===== src/rtl/acc_cpu_core.sv =====
// Multi-cycle accumulator CPU: IDLE/FETCH/EXEC/MEM/OUT/HALT FSM on one req/ack memory port.
// Define ACC_CPU_ILLEGAL_TRAP_EN to halt with a sticky illegal_op on undefined opcodes.
module acc_cpu_core #(
  parameter int DATA_W = 8,
  parameter int ADDR_W = 8,
  parameter logic [ADDR_W-1:0] RESET_PC = {ADDR_W{1'b0}},
  localparam int INSTR_W = 8 + DATA_W
) (
  input  logic               clk,
  input  logic               reset_n,
  output logic               mem_req,
  output logic               mem_we,
  output logic [ADDR_W-1:0]  mem_addr,
  output logic [INSTR_W-1:0] mem_wdata,
  input  logic [INSTR_W-1:0] mem_rdata,
  input  logic               mem_ack,
  output logic               out_valid,
  output logic [DATA_W-1:0]  out_data,
  input  logic               out_ready,
  output logic               halted,
  output logic               illegal_op,
  output logic [ADDR_W-1:0]  dbg_pc,
  output logic [DATA_W-1:0]  dbg_acc,
  output logic [INSTR_W-1:0] dbg_ir,
  output logic [1:0]         dbg_flags
);
  localparam logic [7:0] OP_NOP  = 8'h00, OP_LDI = 8'h10, OP_LD  = 8'h11, OP_ST  = 8'h20;
  localparam logic [7:0] OP_ADDI = 8'h30, OP_ADD = 8'h31, OP_SUBI = 8'h40, OP_SUB = 8'h41;
  localparam logic [7:0] OP_ANDI = 8'h50, OP_AND = 8'h51, OP_INC = 8'h60, OP_JMP = 8'h70;
  localparam logic [7:0] OP_JZ   = 8'h71, OP_JC  = 8'h72, OP_OUT = 8'h80, OP_HALT = 8'hF0;

  typedef enum logic [2:0] {
    S_IDLE = 3'd0, S_FETCH = 3'd1, S_EXEC = 3'd2, S_MEM = 3'd3, S_OUT = 3'd4, S_HALT = 3'd5
  } state_t;

  state_t              state_q, state_d;
  logic [ADDR_W-1:0]   pc_q, pc_d;
  logic [DATA_W-1:0]   acc_q, acc_d;
  logic [INSTR_W-1:0]  ir_q, ir_d;
  logic                z_q, z_d, c_q, c_d;
  logic [DATA_W:0]     alu_s;
  logic [7:0]          opcode_s;
  logic [DATA_W-1:0]   opnd_s;
  logic [ADDR_W-1:0]   addr_s;
  logic                is_store_s;

  assign opcode_s   = ir_q[INSTR_W-1:INSTR_W-8];
  assign opnd_s     = ir_q[DATA_W-1:0];
  assign addr_s     = opnd_s[ADDR_W-1:0];
  assign is_store_s = (opcode_s == OP_ST);

  // kind is opcode[7:4]; result is {carry/borrow, value}. Wider subtract leaves borrow in the top bit.
  function automatic logic [DATA_W:0] alu_f(input logic [3:0] kind, input logic [DATA_W-1:0] a,
                                            input logic [DATA_W-1:0] b, input logic c_in);
    case (kind)
      4'h1:    alu_f = {c_in, b};
      4'h3:    alu_f = {1'b0, a} + {1'b0, b};
      4'h4:    alu_f = {1'b0, a} - {1'b0, b};
      4'h5:    alu_f = {1'b0, a & b};
      4'h6:    alu_f = {1'b0, a} + {{DATA_W{1'b0}}, 1'b1};
      default: alu_f = {c_in, a};
    endcase
  endfunction

  function automatic logic legal_f(input logic [7:0] op);
    case (op)
      OP_NOP, OP_LDI, OP_LD, OP_ST, OP_ADDI, OP_ADD, OP_SUBI, OP_SUB, OP_ANDI, OP_AND,
      OP_INC, OP_JMP, OP_JZ, OP_JC, OP_OUT, OP_HALT: legal_f = 1'b1;
      default: legal_f = 1'b0;
    endcase
  endfunction

`ifdef ACC_CPU_ILLEGAL_TRAP_EN
  localparam logic TRAP_EN = 1'b1;
  logic illegal_q, illegal_d;

  always_comb begin
    if (state_q == S_EXEC && !legal_f(opcode_s)) illegal_d = 1'b1;
    else illegal_d = illegal_q;
  end

  always_ff @(posedge clk) begin
    if (!reset_n) illegal_q <= 1'b0;
    else illegal_q <= illegal_d;
  end

  assign illegal_op = illegal_q;
`else
  localparam logic TRAP_EN = 1'b0;
  assign illegal_op = 1'b0;
`endif

  always_ff @(posedge clk) begin
    if (!reset_n) begin
      state_q <= S_IDLE;
      pc_q    <= RESET_PC;
      acc_q   <= {DATA_W{1'b0}};
      ir_q    <= {INSTR_W{1'b0}};
      z_q     <= 1'b0;
      c_q     <= 1'b0;
    end else begin
      state_q <= state_d;
      pc_q    <= pc_d;
      acc_q   <= acc_d;
      ir_q    <= ir_d;
      z_q     <= z_d;
      c_q     <= c_d;
    end
  end

  always_comb begin
    state_d = state_q;
    case (state_q)
      S_IDLE:  state_d = S_FETCH;
      S_FETCH: if (mem_ack) state_d = S_EXEC; else state_d = S_FETCH;
      S_EXEC: begin
        case (opcode_s)
          OP_LD, OP_ADD, OP_SUB, OP_AND, OP_ST: state_d = S_MEM;
          OP_OUT:  state_d = S_OUT;
          OP_HALT: state_d = S_HALT;
          default: if (TRAP_EN && !legal_f(opcode_s)) state_d = S_HALT; else state_d = S_FETCH;
        endcase
      end
      S_MEM:   if (mem_ack) state_d = S_FETCH; else state_d = S_MEM;
      S_OUT:   if (out_ready) state_d = S_FETCH; else state_d = S_OUT;
      S_HALT:  state_d = S_HALT;
      default: state_d = S_IDLE;
    endcase
  end

  always_comb begin
    pc_d  = pc_q;
    acc_d = acc_q;
    ir_d  = ir_q;
    z_d   = z_q;
    c_d   = c_q;
    alu_s = {(DATA_W+1){1'b0}};
    case (state_q)
      S_FETCH: begin
        if (mem_ack) begin
          ir_d = mem_rdata;
          pc_d = pc_q + {{(ADDR_W-1){1'b0}}, 1'b1};
        end else begin
          ir_d = ir_q;
        end
      end
      S_EXEC: begin
        case (opcode_s)
          OP_LDI, OP_ADDI, OP_SUBI, OP_ANDI, OP_INC: begin
            alu_s = alu_f(opcode_s[7:4], acc_q, opnd_s, c_q);
            c_d   = alu_s[DATA_W];
            acc_d = alu_s[DATA_W-1:0];
            z_d   = (alu_s[DATA_W-1:0] == {DATA_W{1'b0}});
          end
          OP_JMP:  pc_d = addr_s;
          OP_JZ:   if (z_q) pc_d = addr_s; else pc_d = pc_q;
          OP_JC:   if (c_q) pc_d = addr_s; else pc_d = pc_q;
          default: pc_d = pc_q;
        endcase
      end
      S_MEM: begin
        if (mem_ack && !is_store_s) begin
          alu_s = alu_f(opcode_s[7:4], acc_q, mem_rdata[DATA_W-1:0], c_q);
          c_d   = alu_s[DATA_W];
          acc_d = alu_s[DATA_W-1:0];
          z_d   = (alu_s[DATA_W-1:0] == {DATA_W{1'b0}});
        end else begin
          acc_d = acc_q;
        end
      end
      default: pc_d = pc_q;
    endcase
  end

  // Outputs depend on registered state only, so they are stable for a whole cycle.
  always_comb begin
    mem_req   = 1'b0;
    mem_we    = 1'b0;
    mem_addr  = {ADDR_W{1'b0}};
    mem_wdata = {INSTR_W{1'b0}};
    out_valid = 1'b0;
    out_data  = {DATA_W{1'b0}};
    halted    = 1'b0;
    case (state_q)
      S_FETCH: begin
        mem_req  = 1'b1;
        mem_addr = pc_q;
      end
      S_MEM: begin
        mem_req  = 1'b1;
        mem_addr = addr_s;
        if (is_store_s) begin
          mem_we    = 1'b1;
          mem_wdata = {8'h00, acc_q};
        end else begin
          mem_we    = 1'b0;
        end
      end
      S_OUT: begin
        out_valid = 1'b1;
        out_data  = acc_q;
      end
      S_HALT:  halted = 1'b1;
      default: mem_req = 1'b0;
    endcase
  end

  assign dbg_pc    = pc_q;
  assign dbg_acc   = acc_q;
  assign dbg_ir    = ir_q;
  assign dbg_flags = {c_q, z_q};
endmodule


===== config.mk =====
export PLATFORM = sky130hd
export DESIGN_NAME = acc_cpu_core
export DESIGN_NICKNAME = d
export VERILOG_FILES = /design/src/rtl/acc_cpu_core.sv
export SDC_FILE = /design/constraint.sdc
export NUM_CORES = 1
export LEC_CHECK = 0
export ABC_AREA = 1
export CORE_ASPECT_RATIO = 0.6
export CORE_MARGIN = 4
export CORE_UTILIZATION = 27
export CTS_CLUSTER_DIAMETER = 100
export DETAILED_ROUTE_END_ITERATION = 7
export PLACE_DENSITY = 0.6
export SYNTH_ARGS = -nofsm -noshare
export SYNTH_HDL_FRONTEND = slang
export SYNTH_SLANG_ARGS = --single-unit

===== constraint.sdc =====
create_clock -name clk -period 2.7 [get_ports clk]
set_clock_uncertainty 0.15 [all_clocks]
set_input_delay 0.675 -clock clk [delete_from_list [all_inputs] [get_ports clk]]
set_output_delay 0.675 -clock clk [all_outputs]
set_load 0.05 [all_outputs]

==> results of run 1 <==
==> logic make-up after synthesis <==
group                    count (synthesis)  share of synthesized area (%)
AND/OR/NAND/NOR                        332                           38.0
buffers and inverters                  140                           15.3
AO/OA/AOI/OAI                          121                           16.8
flip-flops                              37                           18.8
adder cells (fa/ha/maj)                 24                           7.98
XOR/XNOR                                14                           3.11
other                                    1                         0.0950
==> report_power, final <==
| part | leakage, nW | internal [mW] | switching (mW) | total (mW) |
|---|---|---|---|---|
| logic | 2.54 | 0.525 | 0.791 | 1.32 |
| registers | 0.308 | 0.581 | 0.0460 | 0.627 |
| clock network | 0.0926 | 0.496 | 0.274 | 0.770 |
==> worst min-delay path, cell delays in order (launching register included) <==
cell and delay (ns):
dfxtp_4 0.36, nor2_1 0.04, nor2_1 0.08
==> worst paths after layout <==
check,startpoint,end,slack [ns],depth (start not counted)
hold reg to reg,dbg_ir[11]$_SDFFE_PN0P_,dbg_ir[11]$_SDFFE_PN0P_,0.37,2
setup / recovery,mem_rdata[2],c_q$_SDFFE_PN0P_,-0.04,18
hold / removal,dbg_ir[11]$_SDFFE_PN0P_,dbg_ir[11]$_SDFFE_PN0P_,0.37,2
setup reg to reg,dbg_ir[13]$_SDFFE_PN0P_,dbg_acc[6]$_SDFFE_PN0P_,-0.03,18
==> sequential cells by signal (all words and copies together), names as in the netlist <==
| signal | flops |
|---|---|
| dbg_ir | 16 |
| dbg_acc | 8 |
| dbg_pc | 8 |
| state_q | 3 |
| c_q | 1 |
| z_q | 1 |
==> routing by layer <==
| layer | vias to the layer above | global-route usage (%) |
|---|---|---|
| li1 | 2469 | - |
| met3 | 11 | 5.77 |
| met5 | - | 0 |
| met2 | 206 | 24.0 |
| met1 | 2213 | 32.2 |
| met4 | 0 | 2.32 |
==> layout by cell type, fill, tap and decap left out, types with 7 or more instances in the layout <==
| cell | instances |
|---|---|
| nor2_4 | 16 |
| clkdlybuf4s50_1 | 43 |
| o21ai_0 | 39 |
| inv_2 | 14 |
| buf_4 | 92 |
| conb_1 | 9 |
| dfxtp_1 | 26 |
| buf_12 | 27 |
| nand4_1 | 9 |
| nand2_1 | 119 |
| nor2_1 | 54 |
| ha_1 | 13 |
| nor2_2 | 21 |
| a21oi_1 | 37 |
| o21ai_1 | 11 |
| inv_1 | 94 |
| xor2_1 | 12 |
| nand2_4 | 7 |
| nand2_2 | 15 |
| nand3_1 | 62 |
==> through the flow <==
stage / utilization [%] / total power, mW
floorplan: - / 1.36
global placement: 41.4 / 1.77
detailed placement: 41.4 / 1.78
CTS: 44.3 / 2.61
global route: 46.1 / 2.85
finish: 46.1 / 2.71
==> final cells by class <==
type / instances / share of cell area (%)
Clock buffer: 6 / 2.33
Tap cell: 192 / 3.73
Clock inverter: 2 / 0.602
Sequential cell: 37 / 11.9
Inverter: 113 / 6.77
Multi-Input combinational cell: 500 / 47.7
Timing Repair Buffer: 170 / 26.9
==> what timing repair did <==
action | CTS | global route
pin swaps | 24 | 33
resized for setup | 54 | 55
setup buffers | 8 | 6
endpoints found under the setup margin | 17 | 21
gates cloned | 0 | 0
==> run_results.csv, run 1 <==
group,metric,value,unit
status,outcome,"finished, violations left",
status,violations,"negative setup slack",
sta,tightestPinTransition,0.600,ns
detailed_routing,via_per_inst,4.80,
worst_setup_path,crit_chain,"buf_8 > nor3_4 > inv_2 > nor3_4 > buf_4 > a31oi_4 > xor2_1 > inv_1 > ha_4 > a21oi_2 > o21a_1 > o31ai_4 > a21oi_1 > o21ai_1 > nand3_1 > nand3b_1 > nand2_1 > inv_1",
cells_and_area,fillers,1417,
detailed_routing,post-route-drc-count,0,
sta,fmax,365,MHz
cells_and_area,nets,871,
detailed_routing,wl_met2,6.09,mm
clock_tree,clk_pin_slew,0.07,ns
global_route,grt_pass1_wl,25.4,mm
worst_setup_path,cp_num_buf_inv,5,
floorplanning,die_height,102,microns
placed_design,place_ws,-0.837,ns
cells_and_area,fin_cells,1020,
worst_setup_path,worstSetupEndpointType,"flip-flop",
worst_setup_path,cp_top_family,"compound AO/OA/AOI/OAI gates",
synth,synth_top_area_cell,"dfxtp_1",
worst_setup_path,path_class,"in -> reg",
clock_tree,cts_hold_buf,0,
floorplanning,row_count,33,
global_route,antenna_found_initial,0,
hold_path,hold_class,"reg -> reg",
sta,tns,-0.251,ns
global_route,overflow,0,
worst_setup_path,cp_max_fo,3,
clock_tree,cts_max_level,2,
synth,yosysWarnings,0,
synth,ys_seq_elements,37,
floorplanning,start_util,28.2,%
global_route,globalRouteTotalUtil,19.4,%
floorplanning,die_x,164,microns
synth,synthCells,669,
clock_tree,cts_root_buf,"clkbuf_16",
placed_design,postPlaceCellArea,5800,sq um
synth,synth_top_area_share,18.8,%
worst_setup_path,cp_data_arrival_time,2.79,ns
sta,rsz0062_at_grt,"yes",
detailed_routing,vias,4899,
cells_and_area,multiInputGateArea,3080,sq um
placed_design,portBuffers,81,
detailed_routing,totalWireLength,16.5,mm
clock_tree,clk_latency,0.29,ns
clock_tree,cts_num_sinks,37,
detailed_routing,wl_met1,8.49,mm
synth,synthFlopType,"dfxtp_1",
synth,synth_cell_types,41,
global_route,grt_pass1_vias,4482,
worst_setup_path,crit_path_max_incr_delay,0.23,ns
sta,slew_headroom,60.0,%
synth,synthMostInstantiatedCell,"nand2_1",
clock_tree,clock_path_buffers,2,
placed_design,gp_congestion,1.02,
detailed_routing,drt-pass1-iter-count,5,
synth,yosysSeqAreaShare,18.8,%
synth,synth_commonest_cells,"nand2_1 (131), inv_1 (100), nor2_1 (79)",
cells_and_area,area_growth,63.3,%
detailed_routing,wl_per_cell,16.2,microns
clock_tree,cts_tree,"done",
detailed_routing,ant_nets,0,
sta,setup_violations,12,
global_route,grt_start_max_net_pins,21,
synth,synth_edf_count,0,
floorplanning,io_pins,91,
sta,maxSlewViolCount,0,
worst_setup_path,slowest_stage,"ha_4",
synth,synth.area.top_cells,"dfxtp_1 (19%), nand2_1 (12%), inv_1 (9.5%)",
detailed_routing,top_layer,"met4",
synth,synth_area,3950,sq um
worst_setup_path,cp-start-kind,"input pin",
clock_tree,cts_made_buffers,5,
pwr,p_leak,2.94,nW
sta,finalCriticalPeriod,2.74,ns
floorplanning,core,14000,sq um
floorplanning,dieArea,16700,sq um
pwr,power_density,421,nW/um^2
synth,syn_avg_cell_area,5.90,sq um
worst_setup_path,cp.required,2.75,ns
sta,hold_ws,0.369,ns
placed_design,dp_hpwl,13.1,mm
sta,fin_ws,-0.0429,ns
cells_and_area,drive_gt1_share,32.0,%
sta,finalCritPeriodShare,102,%
pwr,ir_worst_vdd,0.215,mV
run,maxCapViolCount,0,
placed_design,place_inst,998,
cells_and_area,diodes,0,
cells_and_area,final_area,6450,sq um
detailed_routing,wl_met3,1.82,mm
detailed_routing,drt_iter0_drc,483,
synth,async_flop_share,0,%
cells_and_area,regArea,767,sq um
sta,hold_viol_final,0,
Note: power is estimated with default switching activity, not from simulation.
==> run 2, diff against run 1 <==
Settings changed: CORE_ASPECT_RATIO 0.6 to 1.1.
==> run 2 against run 1 <==
Effect of this change: the run still ends with negative setup slack left; sequential share of layout area increased by 0.42 points; non-clock buffer count fell by 7; cell count down 0.59%; largest cell class unchanged.
==> run_results.csv, run 2 (synthesis gave the netlist of run 1 again) <==
group,metric,value,unit
status,outcome,"finished, violations left",
status,violations,"negative setup slack",
global_route,antenna_found_initial,0,
worst_setup_path,crit_chain,"buf_8 > nor3_4 > inv_2 > nor3_4 > or2_4 > xor2_1 > inv_1 > ha_4 > nand2_2 > nor2_1 > nand2_1 > nand2_1 > nand2_1 > nand3_1 > nand3b_1 > o211ai_1 > a21oi_2",
worst_setup_path,timing.rr.end,"dbg_acc[7]$_SDFFE_PN0P_",
run,maxCapViolCount,0,
clock_tree,clk_pin_slew,0.06,ns
hold_path,hold_class,"reg -> reg",
detailed_routing,drt_iter0_drc,278,
floorplanning,core,14400,sq um
sta,slew_headroom,65.7,%
pwr,p_seq_share,25.5,%
sta,setup_violations,2,
detailed_routing,via_per_inst,4.85,
floorplanning,die_x,123,microns
cells_and_area,area_growth,58.2,%
placed_design,dp_hpwl,12.2,mm
worst_setup_path,cp_top_family,"simple AND/OR/NAND/NOR gates",
cells_and_area,largest_reg_flops,16,
clock_tree,cts_made_buffers,5,
global_route,grt_pass1_vias,4765,
floorplanning,start_util,27.4,%
cells_and_area,drive_gt1_share,30.0,%
pwr,comb_power_share,50.6,%
detailed_routing,vias,4913,
sta,finalCriticalPeriod,2.74,ns
worst_setup_path,cp_data_arrival_time,2.75,ns
worst_setup_path,cp.required,2.71,ns
sta,rsz0062_at_grt,"yes",
clock_tree,cts_num_sinks,37,
pwr,p_sw_share,42.6,%
worst_setup_path,regToRegSetupSlack,-0.01,ns
cells_and_area,final_common_cell,"nand2_1",
pwr,p_leak,2.83,nW
pwr,power_frac_clock,23.8,%
detailed_routing,drt-pass1-iter-count,5,
floorplanning,die_height,135,microns
clock_tree,clock_path_buffers,2,
clock_tree,cts_root_buf,"clkbuf_16",
clock_tree,cts_hold_buf,0,
global_route,grt_start_max_net_pins,25,
sta,finalCritPeriodShare,101,%
global_route,grt_pass1_wl,24.6,mm
floorplanning,dieArea,16600,sq um
hold_path,worstHoldStart,"dbg_ir[11]$_SDFFE_PN0P_",
placed_design,gp_congestion,0.930,
cells_and_area,nets,865,
worst_setup_path,cp_num_buf_inv,3,
global_route,overflow,0,
cells_and_area,layout_common_cells,"nand2_1 (120), inv_1 (92), buf_4 (86), nand3_1 (60), nor2_1 (57)",
pwr,power.total,2.45,mW
worst_setup_path,slowest_stage,"ha_4",
sta,fin_ws,-0.0364,ns
sta,tightestPinTransition,0.512,ns
placed_design,portBuffers,81,
worst_setup_path,r2r_start,"dbg_ir[0]$_SDFFE_PN0P_",
detailed_routing,post-route-drc-count,0,
sta,fmax,365,MHz
pwr,ir_worst_vdd,0.212,mV
detailed_routing,ant_nets,0,
sta,maxSlewViolCount,0,
pwr,intPower,1.41,mW
clock_tree,cts_max_level,2,
floorplanning,row_count,46,
global_route,globalRouteTotalUtil,18.9,%
placed_design,place_ws,-0.840,ns
sta,hold_viol_final,0,
pwr,power_density,393,nW/um^2
clock_tree,cts_tree,"done",
cells_and_area,diodes,0,
sta,hold_ws,0.368,ns
worst_setup_path,cp_max_fo,4,
worst_setup_path,cp_common_cell,"nand2_1",
worst_setup_path,crit_path_max_incr_delay,0.30,ns
worst_setup_path,worstSetupEndpointType,"flip-flop",
hold_path,min_path_cells,2,
clock_tree,clk_latency,0.29,ns
pwr,p_sw,1.04,mW
detailed_routing,wl_per_cell,15.2,microns
worst_setup_path,path_class,"in -> reg",
hold_path,hold-path-endpoint,"dbg_ir[11]$_SDFFE_PN0P_",
worst_setup_path,cp-start-kind,"input pin",
detailed_routing,totalWireLength,15.4,mm
floorplanning,io_pins,91,
worst_setup_path,reg2reg_depth,18,
cells_and_area,fillers,1537,
-- run 2: how the worst max path moves through the flow --
stage	to	cells past startpoint	from	slack (ns)
after floorplan	mem_addr[0]	4	state_q[0]$_SDFF_PN0_	-0.27
after global placement	dbg_acc[7]$_SDFFE_PN0P_	16	mem_rdata[2]	-0.81
after detailed placement	dbg_acc[7]$_SDFFE_PN0P_	16	mem_rdata[2]	-0.84
after CTS	dbg_acc[7]$_SDFFE_PN0P_	15	mem_rdata[4]	-0.01
after global routing	dbg_acc[7]$_SDFFE_PN0P_	18	dbg_ir[0]$_SDFFE_PN0P_	-0.29
final	dbg_acc[7]$_SDFFE_PN0P_	17	mem_rdata[2]	-0.04
-- run 2: layout make-up --
cell class | instances | area, sq um | share of cell area, %
repair buffers | 163 | 1680 | 26.9
well taps | 192 | 240 | 3.84
flip-flops and latches | 37 | 769 | 12.3
clock inverters | 2 | 10.0 | 0.160
clock buffers | 6 | 129 | 2.06
multi-input cells | 501 | 2990 | 47.8
inverters | 113 | 433 | 6.93
-- run 2: layer usage --
layer  part of all wire [%]  wire (microns)  global-route usage, %
met2                     48            7340                   30.9
met3                    6.5            1010                   3.14
met4                    2.7             418                   7.08
met5                      0               0                      0
met1                     43            6670                   24.8
-- run 2: repair_timing --
action / 4_1_cts / 5_1_grt
cloned: 1 / 0
gates resized for setup: 54 / 38
pin swaps: 22 / 27
setup endpoints to repair: 17 / 23
buffers inserted: 7 / 3
-- run 2: power groups by stage --
stage | Combinational (mW) | Sequential (mW) | Clock [mW]
2_1_floorplan | 0.626 | 0.738 | 0
3_3_place_gp | 1.12 | 0.635 | 0
3_5_place_dp | 1.12 | 0.636 | 0
4_1_cts | 1.19 | 0.626 | 0.602
5_1_grt | 1.36 | 0.632 | 0.618
6_report | 1.24 | 0.626 | 0.585
-- run 2: tightest hold or removal path, stage by stage (launching register included) --
cell	delay, ns
dfxtp_4	0.36
nor2_1	0.04
nor2_1	0.08
-- run 2: per-stage QoR --
step | std cells | utilization, % | cell area (sq um) | setup TNS [ns]
floorplan | 677 | - | 4140 | -3.11
global placement | 995 | 40.2 | 5780 | -5.56
detailed placement | 995 | 40.2 | 5780 | -5.89
CTS | 1011 | 42.5 | 6120 | -0.0272
global route | 1014 | 43.4 | 6250 | -2.70
finish | 1014 | 43.4 | 6250 | -0.0401
